==> src/rtl/wb_commit.sv <==
// rtl/wb_commit.sv - writeback/commit unit: 2-entry in-order FIFO feeding the regfile write port and difftest PC.
// Optional feature macro: WB_DIFFTEST_EN (stores and publishes the retiring PC on pc_wb).
module wb_commit #(
  parameter int XLEN   = 64,
  parameter int REG_AW = 5
) (
  input  logic              clk,
  input  logic              rst_n,
  input  logic              in_valid,
  output logic              in_ready,
  input  logic [XLEN-1:0]   in_pc,
  input  logic [REG_AW-1:0] in_rd,
  input  logic              in_rd_we,
  input  logic [XLEN-1:0]   in_data,
  input  logic              commit_hold,
  output logic              wr_en,
  output logic [REG_AW-1:0] wr_addr_o,
  output logic [XLEN-1:0]   wr_data_o,
  output logic [XLEN-1:0]   pc_wb,
  output logic [63:0]       instret_o,
  output logic              busy_o
);

  logic [1:0]        r_count;
  logic              r_rd_ptr;
  logic              r_wr_ptr;
  logic [REG_AW-1:0] r_rd_q   [2];
  logic              r_we_q   [2];
  logic [XLEN-1:0]   r_data_q [2];

  logic              r_wr_en;
  logic [REG_AW-1:0] r_wr_addr;
  logic [XLEN-1:0]   r_wr_data;
  logic [63:0]       r_instret;

  logic              w_push;
  logic              w_pop;

  // Ready comes from registered occupancy only, so a pop never frees a slot in the same cycle.
  assign in_ready = (r_count != 2'd2);
  assign w_push   = in_valid && in_ready;
  assign w_pop    = (r_count != 2'd0) && !commit_hold;

`ifdef WB_DIFFTEST_EN
  logic [XLEN-1:0] r_pc_q [2];
  logic [XLEN-1:0] r_pc_wb;

  always_ff @(posedge clk or negedge rst_n) begin
    if (!rst_n) begin
      for (int i = 0; i < 2; i++) r_pc_q[i] <= '0;
    end else if (w_push) begin
      r_pc_q[r_wr_ptr] <= in_pc;
    end
  end

  always_ff @(posedge clk or negedge rst_n) begin
    if (!rst_n)     r_pc_wb <= '0;
    else if (w_pop) r_pc_wb <= r_pc_q[r_rd_ptr];
    else            r_pc_wb <= '0;
  end

  assign pc_wb  = r_pc_wb;
  assign busy_o = (r_count != 2'd0) || r_wr_en || (r_pc_wb != '0);

  a_pc_nonzero: assert property (@(posedge clk) disable iff (!rst_n)
                                 (in_valid && in_ready) |-> (in_pc != '0))
    else $error("wb_commit: accepted instruction has in_pc == 0");
`else
  logic r_ret_valid;
  logic w_pc_unused;

  assign w_pc_unused = ^in_pc;

  always_ff @(posedge clk or negedge rst_n) begin
    if (!rst_n) r_ret_valid <= 1'b0;
    else        r_ret_valid <= w_pop;
  end

  assign pc_wb  = '0;
  assign busy_o = (r_count != 2'd0) || r_wr_en || r_ret_valid;
`endif

  always_ff @(posedge clk or negedge rst_n) begin
    if (!rst_n) begin
      r_count  <= 2'd0;
      r_rd_ptr <= 1'b0;
      r_wr_ptr <= 1'b0;
      for (int i = 0; i < 2; i++) begin
        r_rd_q[i]   <= '0;
        r_we_q[i]   <= 1'b0;
        r_data_q[i] <= '0;
      end
    end else begin
      if (w_push) begin
        r_rd_q[r_wr_ptr]   <= in_rd;
        r_we_q[r_wr_ptr]   <= in_rd_we;
        r_data_q[r_wr_ptr] <= in_data;
        r_wr_ptr           <= ~r_wr_ptr;
      end
      if (w_pop) r_rd_ptr <= ~r_rd_ptr;
      case ({w_push, w_pop})
        2'b10:   r_count <= r_count + 2'd1;
        2'b01:   r_count <= r_count - 2'd1;
        default: r_count <= r_count;
      endcase
    end
  end

  // x0 writes still retire (counter, PC) but never reach the regfile.
  always_ff @(posedge clk or negedge rst_n) begin
    if (!rst_n) begin
      r_wr_en   <= 1'b0;
      r_wr_addr <= '0;
      r_wr_data <= '0;
      r_instret <= 64'd0;
    end else if (w_pop) begin
      r_wr_en   <= r_we_q[r_rd_ptr] && (r_rd_q[r_rd_ptr] != '0);
      r_wr_addr <= r_rd_q[r_rd_ptr];
      r_wr_data <= r_data_q[r_rd_ptr];
      r_instret <= r_instret + 64'd1;
    end else begin
      r_wr_en   <= 1'b0;
    end
  end

  assign wr_en     = r_wr_en;
  assign wr_addr_o = r_wr_addr;
  assign wr_data_o = r_wr_data;
  assign instret_o = r_instret;

endmodule

==> config.mk <==
export PLATFORM = sky130hd
export DESIGN_NAME = wb_commit
export DESIGN_NICKNAME = d
export VERILOG_FILES = /design/src/rtl/wb_commit.sv
export SDC_FILE = /design/constraint.sdc
export NUM_CORES = 1
export LEC_CHECK = 0
export ABC_AREA = 1
export BUFFER_PORTS_ARGS = -buffer_cell sky130_fd_sc_hd__buf_2
export CAP_MARGIN = 5
export CORE_ASPECT_RATIO = 0.8
export CORE_MARGIN = 4
export CORE_UTILIZATION = 53
export DETAILED_ROUTE_END_ITERATION = 10
export MAX_ROUTING_LAYER = met4
export PLACE_DENSITY = 0.84
export RECOVER_POWER = 100
export SYNTH_ARGS = -nofsm -noshare
export SYNTH_HDL_FRONTEND = slang
export SYNTH_SLANG_ARGS = --single-unit
export TNS_END_PERCENT = 20
==> constraint.sdc <==
create_clock -name clk -period 2 [get_ports clk]
set_input_delay 0.4 -clock clk [delete_from_list [all_inputs] [get_ports clk]]
set_output_delay 0.4 -clock clk [all_outputs]
set_load 0.1 [all_outputs]
### Word-level counts from Yosys, hierarchy flattened

Cells that the tools add are included.

| operators by class | value |
|---|---|
| $add $sub $neg | 3 |
| $lt $le $gt $ge | 3 |
| equal/unequal tests | 3 |
| multiplexer cells | 20 |
| bitwise logic cells | 4 |
| reduce and logical (&&, ||, !) cells | 10 |

Operators with widths:

| cell | number |
|---|---|
| two-way mux 64 bit | 4 |
| bitwise mux 128 bit | 1 |
| adder 64 x 1 -> 64 bit, second input constant | 1 |
| demux 64 bit (select 1 bit) | 1 |
| two-way mux 5 bit | 4 |
| bitwise mux 10 bit | 1 |
| demux 5 bit (select 1 bit) | 1 |
| two-way mux 1 bit | 5 |
| nonzero test 5 bit | 1 |
| greater-or-equal comparator 2 bit, second input constant | 2 |
| logical AND 1 bit | 4 |
| inverter 1 -> 2 bit | 2 |
| case mux 2 bit (2 select lines) | 1 |
| nonzero test 2 bit | 2 |
| adder 2 x 1 -> 2 bit, second input constant | 1 |
| bitwise mux 2 bit | 1 |
| == test 2 x 1 -> 1 bit, second input constant | 1 |
| == test 2 bit, second input constant | 1 |
| logical OR 1 bit | 2 |
| < comparator 2 x 1 -> 1 bit, second input constant | 1 |
| != test 2 bit, second input constant | 1 |
| inverter 1 bit | 2 |
| subtractor 2 x 1 -> 2 bit, second input constant | 1 |
| demux 1 bit (select 1 bit) | 1 |
| logical NOT 1 bit | 1 |

| storage, ports and cells | value |
|---|---|
| register bits after elaboration | 279 |
| output and inout bits | 200 |

### Logic depth before layout (Yosys ltp)

Gate-level depths: netlist of run 1.

| logic depth | value |
|---|---|
| depth after elaboration | 7 |
| gate-level depth with buffers | 11 |

### Least setup slack after synthesis of run 1

No wires, ideal clock.

| timing path | value |
|---|---|
| path type | register -> register |
| from | reg r_instret[1], in the netlist instret_o[1] |
| to | reg r_instret[56], in the netlist instret_o[56] |
| setup time | 0.114 ns |
| data arrival time | 2.182 ns |
| path slack | -0.296 ns |
| stages on the path, launching flop included | 11 |
| clock period less this slack | 2.296 ns |
| path through | dfrtp_1 -> ha_1 -> inv_1 -> nor2_1 -> nand2_1 -> nor2_2 -> nand2_1 -> nor2_2 -> nand3_1 -> nand2_1 -> inv_1 |

| on the way | value |
|---|---|
| cells in the longest elaborated chain, start to end | 1 |

Ends and longest elaborated chain:

| what | line | text |
|---|---|---|
| start, declared | 34 | `logic [63:0] r_instret;` |
| start signal, assigned | 120 | `r_instret <= r_instret + 64'd1;` |
| adder 64 x 1 -> 64 bit | 120 |  |

No other way between the ends.
A chain may end at the register's enable or synchronous reset.

### Worst setup path after layout of run 1

| timing path | value |
|---|---|
| from | reg r_count[0] |
| to | out busy_o |

| on the way | value |
|---|---|
| cells in the longest elaborated chain, start to end | 3 |

Ends and longest elaborated chain:

| what | line | text |
|---|---|---|
| start, declared | 24 | `logic [1:0] r_count;` |
| start signal, assigned | 102 | `2'b10: r_count <= r_count + 2'd1;` |
| start signal, assigned | 103 | `2'b01: r_count <= r_count - 2'd1;` |
| start signal, assigned | 104 | `default: r_count <= r_count;` |
| nonzero test 2 bit | 80 | `assign busy_o = (r_count != 2'd0) \|\| r_wr_en \|\| r_ret_valid;` |
| logical OR 1 bit (2 in a row) | 80 |  |
| end, declared | 21 | `output logic busy_o` |

No other way between the ends.

==> results of run 1 <==
==> synth_stat cells, types with 2 or more instances <==
cell,n,area share (%)
sky130_fd_sc_hd__mux2i_1,3,0.23
sky130_fd_sc_hd__nand3_1,38,1.5
sky130_fd_sc_hd__nor3_2,2,0.15
sky130_fd_sc_hd__xnor2_1,22,1.5
sky130_fd_sc_hd__buf_2,18,0.69
sky130_fd_sc_hd__o21ai_0,76,2.9
sky130_fd_sc_hd__inv_2,3,0.087
sky130_fd_sc_hd__a31oi_1,66,3.2
sky130_fd_sc_hd__ha_1,2,0.19
sky130_fd_sc_hd__xor2_1,26,1.8
sky130_fd_sc_hd__nor2_1,149,4.3
sky130_fd_sc_hd__buf_4,72,4.2
sky130_fd_sc_hd__nor3_1,15,0.58
sky130_fd_sc_hd__nand2_1,411,12
sky130_fd_sc_hd__nand2_2,28,1.3
sky130_fd_sc_hd__inv_1,130,3.8
sky130_fd_sc_hd__buf_6,12,1.0
sky130_fd_sc_hd__clkbuf_1,25,0.72
sky130_fd_sc_hd__nand3b_1,5,0.29
sky130_fd_sc_hd__nand4_1,19,0.91
sky130_fd_sc_hd__o21ai_2,21,1.4
sky130_fd_sc_hd__nor4_1,2,0.096
sky130_fd_sc_hd__nor2_2,12,0.58
sky130_fd_sc_hd__nor2_4,6,0.52
sky130_fd_sc_hd__o21ai_1,49,1.9
sky130_fd_sc_hd__dfrtp_1,279,54
sky130_fd_sc_hd__and2_1,2,0.096
==> kinds of logic after synthesis <==
| logic type | Yosys count | synth area share [%] |
|---|---|---|
| adder cells (fa/ha/maj) | 2 | 0.193 |
| flip-flops | 279 | 53.7 |
| AND/OR/NAND/NOR | 694 | 22.6 |
| AO/OA/AOI/OAI | 214 | 9.53 |
| multiplexers | 3 | 0.231 |
| XOR/XNOR | 48 | 3.24 |
| buffers and inverters | 260 | 10.5 |
| other | 1 | 0.0289 |
==> final cells by class <==
type	instances	share of cell area, %
Antenna cell	7	0.116
Clock buffer	43	5.74
Clock inverter	11	0.596
Inverter	133	3.30
Multi-Input combinational cell	1025	32.5
Sequential cell	279	46.4
Tap cell	312	2.58
Timing Repair Buffer	239	8.73
==> per-stage QoR <==
step                setup TNS [ns]  utilization (%)  cell area [um2]  hold WS, ns
detailed placement               0             60.1            14300        0.420
floorplan                   -0.272                -            13300        0.104
global route              -0.00542             63.6            15100       0.0816
CTS                              0             64.2            15300       0.0822
global placement                 0             60.1            14300        0.418
finish                           0             63.6            15100        0.104
==> routing by layer <==
metal / GRT usage, % / up-vias / wire, um
li1: - / 5076 / -
met1: 30.6 / 5063 / 13000
met2: 38.1 / 384 / 15300
met3: 6.19 / 57 / 2930
met4: 6.78 / 0 / 811
met5: - / - / 0
==> state kept, by name, indices dropped and copies added, names as in the netlist <==
name,count
instret_o,64
r_count,2
r_data_q,128
r_rd_ptr,1
r_rd_q,10
r_ret_valid,1
r_we_q,2
r_wr_ptr,1
wr_addr_o,5
wr_data_o,64
wr_en,1
==> power by group <==
part | leakage, nW | switching (mW) | total, mW | internal, mW
clock network | 0.484 | 2.21 | 5.35 | 3.13
registers | 3.43 | 1.35 | 9.20 | 7.85
logic | 3.63 | 10.1 | 12.6 | 2.44
==> final timing paths <==
| check | end | cells after the start | start | slack, ns |
|---|---|---|---|---|
| worst max-delay path | busy_o | 3 | r_count[0]$_DFFE_PN0P_ | 0.07 |
| worst min-delay path | r_data_q[100]$_DFFE_PN0P_ | 3 | in_data[36] | 0.10 |
| worst max register to register | wr_data_o[42]$_DFFE_PN0P_ | 6 | r_count[0]$_DFFE_PN0P_ | 0.18 |
| worst min register to register | r_data_q[52]$_DFFE_PN0P_ | 2 | r_data_q[52]$_DFFE_PN0P_ | 0.48 |
| max in group asynchronous | r_data_q[34]$_DFFE_PN0P_ | 3 | rst_n | 0.28 |
| min in group asynchronous | instret_o[23]$_DFFE_PN0P_ | 2 | rst_n | 0.60 |
==> timing repair <==
action,CTS,global route
resized for setup,3,5
hold endpoints to repair,51,0
hold buffers,1,0
endpoints found under the setup margin,2,5
pin swaps,0,0
==> critical path, stage by stage (launching register included) <==
cell and delay, ns:
sky130_fd_sc_hd__dfrtp_1 0.46, sky130_fd_sc_hd__nor2_2 0.22, sky130_fd_sc_hd__nand2_2 0.06, sky130_fd_sc_hd__buf_4 0.24
==> results by stage, run 1 <==
Clocking:
- Clock tree synthesis found a total of 279 sinks.
- The worst-skew pair later-pin latency is 0.54 ns.
- The CTS H-tree depth is 1.
- The clock tree from TritonCTS is done.
- The root buffer selected by CTS is sky130_fd_sc_hd__clkbuf_16.
- Clock tree synthesis inserted a total of 29 buffers.
- After clock tree synthesis, the clock-pin slew on the worst setup and hold paths is 0.06 ns.
- Once the clock tree was built, the setup fixing pass inserted 0 buffers.
- Counting along the longest clock path gives a buffer depth of 3.

Synth:
- The synthesized design contains 0 enable-type register cells.
- The netlist uses 35 different library cells.
- The flip-flop and latch count after synthesis is 279.
- During synthesis, Yosys emitted a total of 0 warnings.
- For this run, the register share of the synthesized area comes to 53.7%.
- After synthesis the cells add up to 0.0130 mm2.
- The cell count after synthesis came out at 1501.
- Counting flops with an async set or reset pin after synthesis yields a share of 100%.
- The most frequently used flop master after synthesis is sky130_fd_sc_hd__dfrtp_1.
- After synthesis, the mean cell area works out to 8.66 um2.

Cells and area:
- The number of nets in the layout is 1847.
- In the layout the commonest cells are sky130_fd_sc_hd__nand2_1, sky130_fd_sc_hd__dfrtp_1, sky130_fd_sc_hd__buf_2, sky130_fd_sc_hd__nor2_1, sky130_fd_sc_hd__inv_1.
- The multi-input combinational cells in the finished layout cover a total of 0.00492 mm2.
- The library cell used most frequently in the layout, excluding fill and tap cells, is sky130_fd_sc_hd__nand2_1.
- Cells with a size suffix above 1 make up 22.7% of the layout.
- The filler cell count in the final layout is 1992.
- From synthesis to final layout, the design area changed by 16.4%.
- The count of non-filler cells in the finished layout is 2049.
- Registers take 0.00702 mm2.

Worst hold path:
- The min-delay analysis places its worst path in the category in2reg.

Power and ir drop:
- The design draws 27.1 mW.
- The power density normalized to cell area is 1790 mW/mm2.
- The maximum ir drop on the vdd rail is 1.44 mV.
- The leakage power is 7.54 nW.

GRT:
- The global-route wire length before repair is 52.0 mm.
- The maximum number of pins on one net before global-route repair is 92.
- The initial antenna violation count is 7.
- The via count of the first global-routing pass is 10400.
- After global routing the overflow that remains totals 0.
- The overall routing resource usage is 23.9%.

Route:
- The routed layout has 10600 vias.
- In the final routed layout, each cell accounts on average for 15.6 um.
- The average via count per standard cell is 5.16.
- The number of remaining DRC errors is 0.
- The detailed router finished its first iteration with 804 violations.
- After detailed routing, the total wire length is 32.1 mm.
- Once detail routing completed, the nets flagged for antenna violations numbered 0.
- For this run, the detailed router's first-pass iteration total came to 6.

Placement:
- The worst slack at placement is 0.178 ns.
- The post-placement cell count is 1987.
- Routability-driven placement finished with a final weighted congestion of 0.915.
- The placed wire-length estimate is 22.2 mm.
- The count of buffers added on input and output ports is 209.

Worst setup path:
- The largest driver fanout on the critical path is 6.
- The data arrival at the endpoint of the critical path is 1.53 ns.
- By startpoint and endpoint, the worst setup path is classified as reg2out.
- The critical path required time is 1.60 ns.
- STA classifies the critical path startpoint as a flop.
- STA classifies the critical path endpoint as an output pin.

Timing:
- Setup slack closes at 0.0697 ns.
- On the final layout, the worst clock skew is 0.0124 ns.
- The setup violation total in the final timing report is 0.
- Counting I/O delays and the setup requirement, the final critical path takes 1.93 ns.
- The final hold violation count was 0.
- The highest attainable clock frequency is 518 MHz.
- In this run the tightest slew margin relative to its limit is 35.5%.
- The max-slew violation count came to 0.
- Setup repair after global routing could not meet its margin everywhere.
- Dividing the final minimum period by the clock period gives 96.5%.
- At the pin with the least slew margin, the transition time is 0.967 ns.

Floorplan:
- The core box area is 0.0238 mm2.
- The number of top-level design ports is 338.
- The floorplan has 50 rows.
- Measured along the x axis, the die boundary spans 183 um.
- Measured along the y axis, the die boundary spans 148 um.
- The initial utilization of the core area, before any placement, comes to 54.7%.
- The area enclosed by the die boundary is 0.0271 mm2.

Run:
- Max-cap violations in this run came to 0.

Run status:
- The run finished with clean final reports.
No activity file was read; power rests on OpenSTA's default activity.
==> run 2, diff against run 1 <==
==> constraint.sdc (replaced) <==
create_clock -name clk -period 2 [get_ports clk]
set_input_delay 0.4 -clock clk [delete_from_list [all_inputs] [get_ports clk]]
set_output_delay 0.4 -clock clk [all_outputs]
set_load 0.005 [all_outputs]
==> run 2 against run 1 <==
Effect of this change: setup slack better by 0.017 ns; register-to-register slack worse by 0.09 ns; clock-buffer cell count down 5; combinational power down 50%; global-route usage up 0.17 points; critical endpoint is now instret_o[28]$_DFFE_PN0P_.
==> results by stage, run 2 (synthesized netlist as in run 1, its figures left out) <==
Run status:
- Run status: completed (unchanged).

Cells and area:
- The proportion of layout cells with a drive suffix above 1 was 20.7% (was 22.7%).
- The filler cell count in the final layout is 1985 (was 1992).
- The most common cell after layout, fill and taps aside is sky130_fd_sc_hd__nand2_1 (unchanged).
- The post-route cell area is 0.0152 mm2 (was 0.0151 mm2).
- The synthesis-to-layout area growth is 16.8% (was 16.4%).
- The number of nets in the layout is 1855 (was 1847).
- The number of flip-flops under the largest register name was 128 (unchanged).
- The count of non-filler cells in the finished layout is 2052 (was 2049).
- Leading cell types in the layout, fill and taps excluded: sky130_fd_sc_hd__nand2_1, sky130_fd_sc_hd__dfrtp_1, sky130_fd_sc_hd__buf_2, sky130_fd_sc_hd__nor2_1, sky130_fd_sc_hd__inv_1 (unchanged).
- The register with the highest flop count is r_data_q (unchanged).

Power and ir drop:
- The part of the power in combinational logic came to 29.7% (was 46.4%).
- The power density normalized to cell area came to 1380 mW/mm2 (was 1790 mW/mm2).
- The power share of the sequential group is 43.5% (was 33.9%).
- The clock network power share is 26.8% (was 19.7%).
- The maximum ir drop on the vdd rail is 0.914 mV (was 1.44 mV).
- The switching power is 7.32 mW (was 13.7 mW).
- The leakage power is 7.62 nW (was 7.54 nW).
- The cell-internal power came to 13.7 mW (was 13.4 mW).
- The switching share of power was 34.8% (was 50.5%).

Clocking:
- The number of clock sinks seen by CTS is 279 (unchanged).
- The worst-skew pair later-pin latency is 0.56 ns (was 0.54 ns).
- The number of buffers created by CTS is 28 (was 29).
- The clock tree from TritonCTS is done (unchanged).
- The buffer levels on the longest clock path is 3 (unchanged).
- The clock slew at the register clock pins of the worst setup and hold paths is 0.06 ns (about the same).
- The number of setup buffers added after CTS is 0 (unchanged).
- The root buffer selected by CTS is sky130_fd_sc_hd__clkbuf_16 (unchanged).
- The CTS H-tree depth is 1 (unchanged).

Worst setup path:
- The capture point of the worst path was instret_o[28]$_DFFE_PN0P_ (was busy_o).
- The worst setup slack for register-to-register paths is 0.09 ns (was 0.18 ns).
- The largest driver fanout on the critical path is 5 (was 6).
- The buffering stage count on the worst path with inverters included is 2 (was 1).
- The start point of the critical path was instret_o[1]$_DFFE_PN0P_ (was r_count[0]$_DFFE_PN0P_).
- The cell with the largest stage delay on the worst path is sky130_fd_sc_hd__dfrtp_1 (unchanged).
- The top cell family by delay on the critical path is simple AND/OR/NAND/NOR gates (was flip-flops).
- The end of the worst register-to-register path is instret_o[28]$_DFFE_PN0P_ (was wr_data_o[42]$_DFFE_PN0P_).
- The total number of cells along the worst setup path is 8 (was 3).
- The critical path required time is 2.45 ns (was 1.60 ns).
- The number of cells on the worst reg-to-reg path is 8 (was 6).
- The element type at the critical path end is a flop (was output pin).
- Cell breakdown of the critical path: ha_1 -> inv_1 -> nor2_1 -> nand3_1 -> nor2_2 -> nand3_1 -> xor2_1 -> inv_1 (was nor2_2 -> nand2_2 -> buf_4).
- The largest incremental delay on the critical path came to 0.41 ns (was 0.46 ns).
- The critical path startpoint category is a flop (unchanged).
- The origin of the critical flop-to-flop path was instret_o[1]$_DFFE_PN0P_ (was r_count[0]$_DFFE_PN0P_).
- The worst setup path category is reg2reg (was reg2out).
- The data arrival at the endpoint of the critical path is 2.36 ns (was 1.53 ns).

Timing:
- RSZ-0062 raised after global routing: true (unchanged).
- The worst slew margin relative to its limit is 38.7% (was 35.5%).
- The final hold violation count is 0 (unchanged).
- The portion of the clock cycle consumed by the worst path in the final layout was 95.7% (was 96.5%).
- The pin slew with the least headroom to its limit came to 0.920 ns (was 0.967 ns).
- The highest attainable clock frequency is 523 MHz (was 518 MHz).
- The final setup slack of the worst path came to 0.0868 ns (was 0.0697 ns).
- The setup violation total in the final timing report was 0 (unchanged).
- The setup TNS was 0 ns (unchanged).
- The clock skew after layout is 0.0144 ns (was 0.0124 ns).
- The shortest clock period the worst path allows after layout is 1.91 ns (was 1.93 ns).
- The max-slew violation count came to 0 (unchanged).

Route:
- The total routed wirelength is 31.9 mm (was 32.1 mm).
- The number of remaining DRC errors came to 0 (unchanged).
- The average detailed-routed wire length per instance is 15.6 um (about the same).
- The total via count after detailed routing is 10600 (about the same).
- The iteration-0 DRC count of the detailed router is 756 (was 804).
- The average via count per standard cell is 5.15 (was 5.16).
- The remaining number of nets flagged by the antenna check after routing is 0 (unchanged).
- The number of iterations in the first detailed-routing pass is 5 (was 6).

Floorplan:
- The horizontal die dimension came to 183 um (unchanged).
- The cell row count is 50 (unchanged).
- The area enclosed by the die boundary is 0.0271 mm2 (unchanged).
- The die boundary height is 148 um (unchanged).
- The starting density of the core is 54.7% (unchanged).
- The core box area was 0.0238 mm2 (unchanged).
- The number of top-level design ports is 338 (unchanged).

GRT:
- The via count of the first global-routing pass was 10300 (was 10400).
- The global-route wire length before repair is 52.4 mm (was 52.0 mm).
- The overall routing resource usage is 24.1% (was 23.9%).
- The initial antenna violation count is 5 (was 7).
- The overall overflow remaining after global route came to 0 (unchanged).
- The maximum number of pins on one net before global-route repair came to 79 (was 92).

Placement:
- The number of buffers added on ports is 209 (unchanged).
- The instance area after placement is 0.0143 mm2 (about the same).
- The post-placement cell count was 1996 (was 1987).
- The placed wire-length estimate is 22.4 mm (was 22.2 mm).
- The worst slack at placement is 0.139 ns (was 0.178 ns).
- The weighted congestion reported at the end of routability-driven placement is 0.947 (was 0.915).

Run:
- The number of max-cap violations came to 0 (unchanged).

Worst hold path:
- The class of the tightest hold or removal check is in2reg (unchanged).
-- run 2: worst reg2reg max path, delay by kind of cell, from the launching register on --
family	cells	cell delay, ns
XOR/XNOR	1	0.15
buffers and inverters	2	0.17
flip-flops	1	0.41
adder cells (fa/ha/maj)	1	0.26
AND/OR/NAND/NOR	4	0.80
-- run 2: power by group through the flow --
stage	registers [mW]	clock network [mW]	logic, mW
3_3_place_gp	9.08	0	6.05
5_1_grt	9.40	5.98	7.11
3_5_place_dp	9.19	0	6.29
2_1_floorplan	8.99	0	4.25
4_1_cts	9.14	5.72	6.34
6_report	9.15	5.63	6.24
-- run 2: cell type report --
class | count | area (um2) | share of cell area [%]
multi-input cells | 1025 | 4920 | 32.4
clock inverters | 12 | 205 | 1.35
repair buffers | 248 | 1370 | 9.05
well taps | 312 | 390 | 2.57
clock buffers | 38 | 788 | 5.20
inverters | 133 | 499 | 3.29
flip-flops and latches | 279 | 6980 | 46.0
diodes | 5 | 12.5 | 0.0825
-- run 2: how the worst min path moves through the flow --
| stage | end | slack [ns] | depth (start not counted) | startpoint |
|---|---|---|---|---|
| 6_report | r_data_q[74]$_DFFE_PN0P_ | 0.10 | 3 | in_data[10] |
| 5_1_grt | r_we_q[1]$_DFFE_PN0P_ | 0.09 | 3 | in_rd_we |
| 4_1_cts | r_data_q[96]$_DFFE_PN0P_ | 0.08 | 3 | in_data[32] |
| 3_5_place_dp | r_data_q[42]$_DFFE_PN0P_ | 0.38 | 1 | rst_n |
| 3_3_place_gp | wr_data_o[4]$_DFFE_PN0P_ | 0.40 | 1 | rst_n |
| 2_1_floorplan | instret_o[0]$_DFFE_PN0P_ | 0.10 | 0 | rst_n |
-- run 2: through the flow --
stage | power [mW] | util [%] | hold slack [ns]
global route | 22.5 | 63.8 | 0.0939
floorplan | 13.2 | - | 0.104
detailed placement | 15.5 | 60.0 | 0.383
finish | 21.0 | 63.8 | 0.101
CTS | 21.2 | 64.2 | 0.0808
global placement | 15.1 | 60.0 | 0.397
-- run 2: timing repair --
item / CTS / global route
resized for setup: 0 / 3
hold buffers: 1 / 0
setup endpoints to repair: 0 / 5
hold endpoints to repair: 44 / 0
-- run 2: metal layers --
metal	vias to the layer above	track usage (%)	routed length [um]
li1	5082	-	-
met1	5044	31.9	13200
met2	378	38.2	15200
met3	60	4.84	2600
met4	0	6.78	905
met5	-	-	0
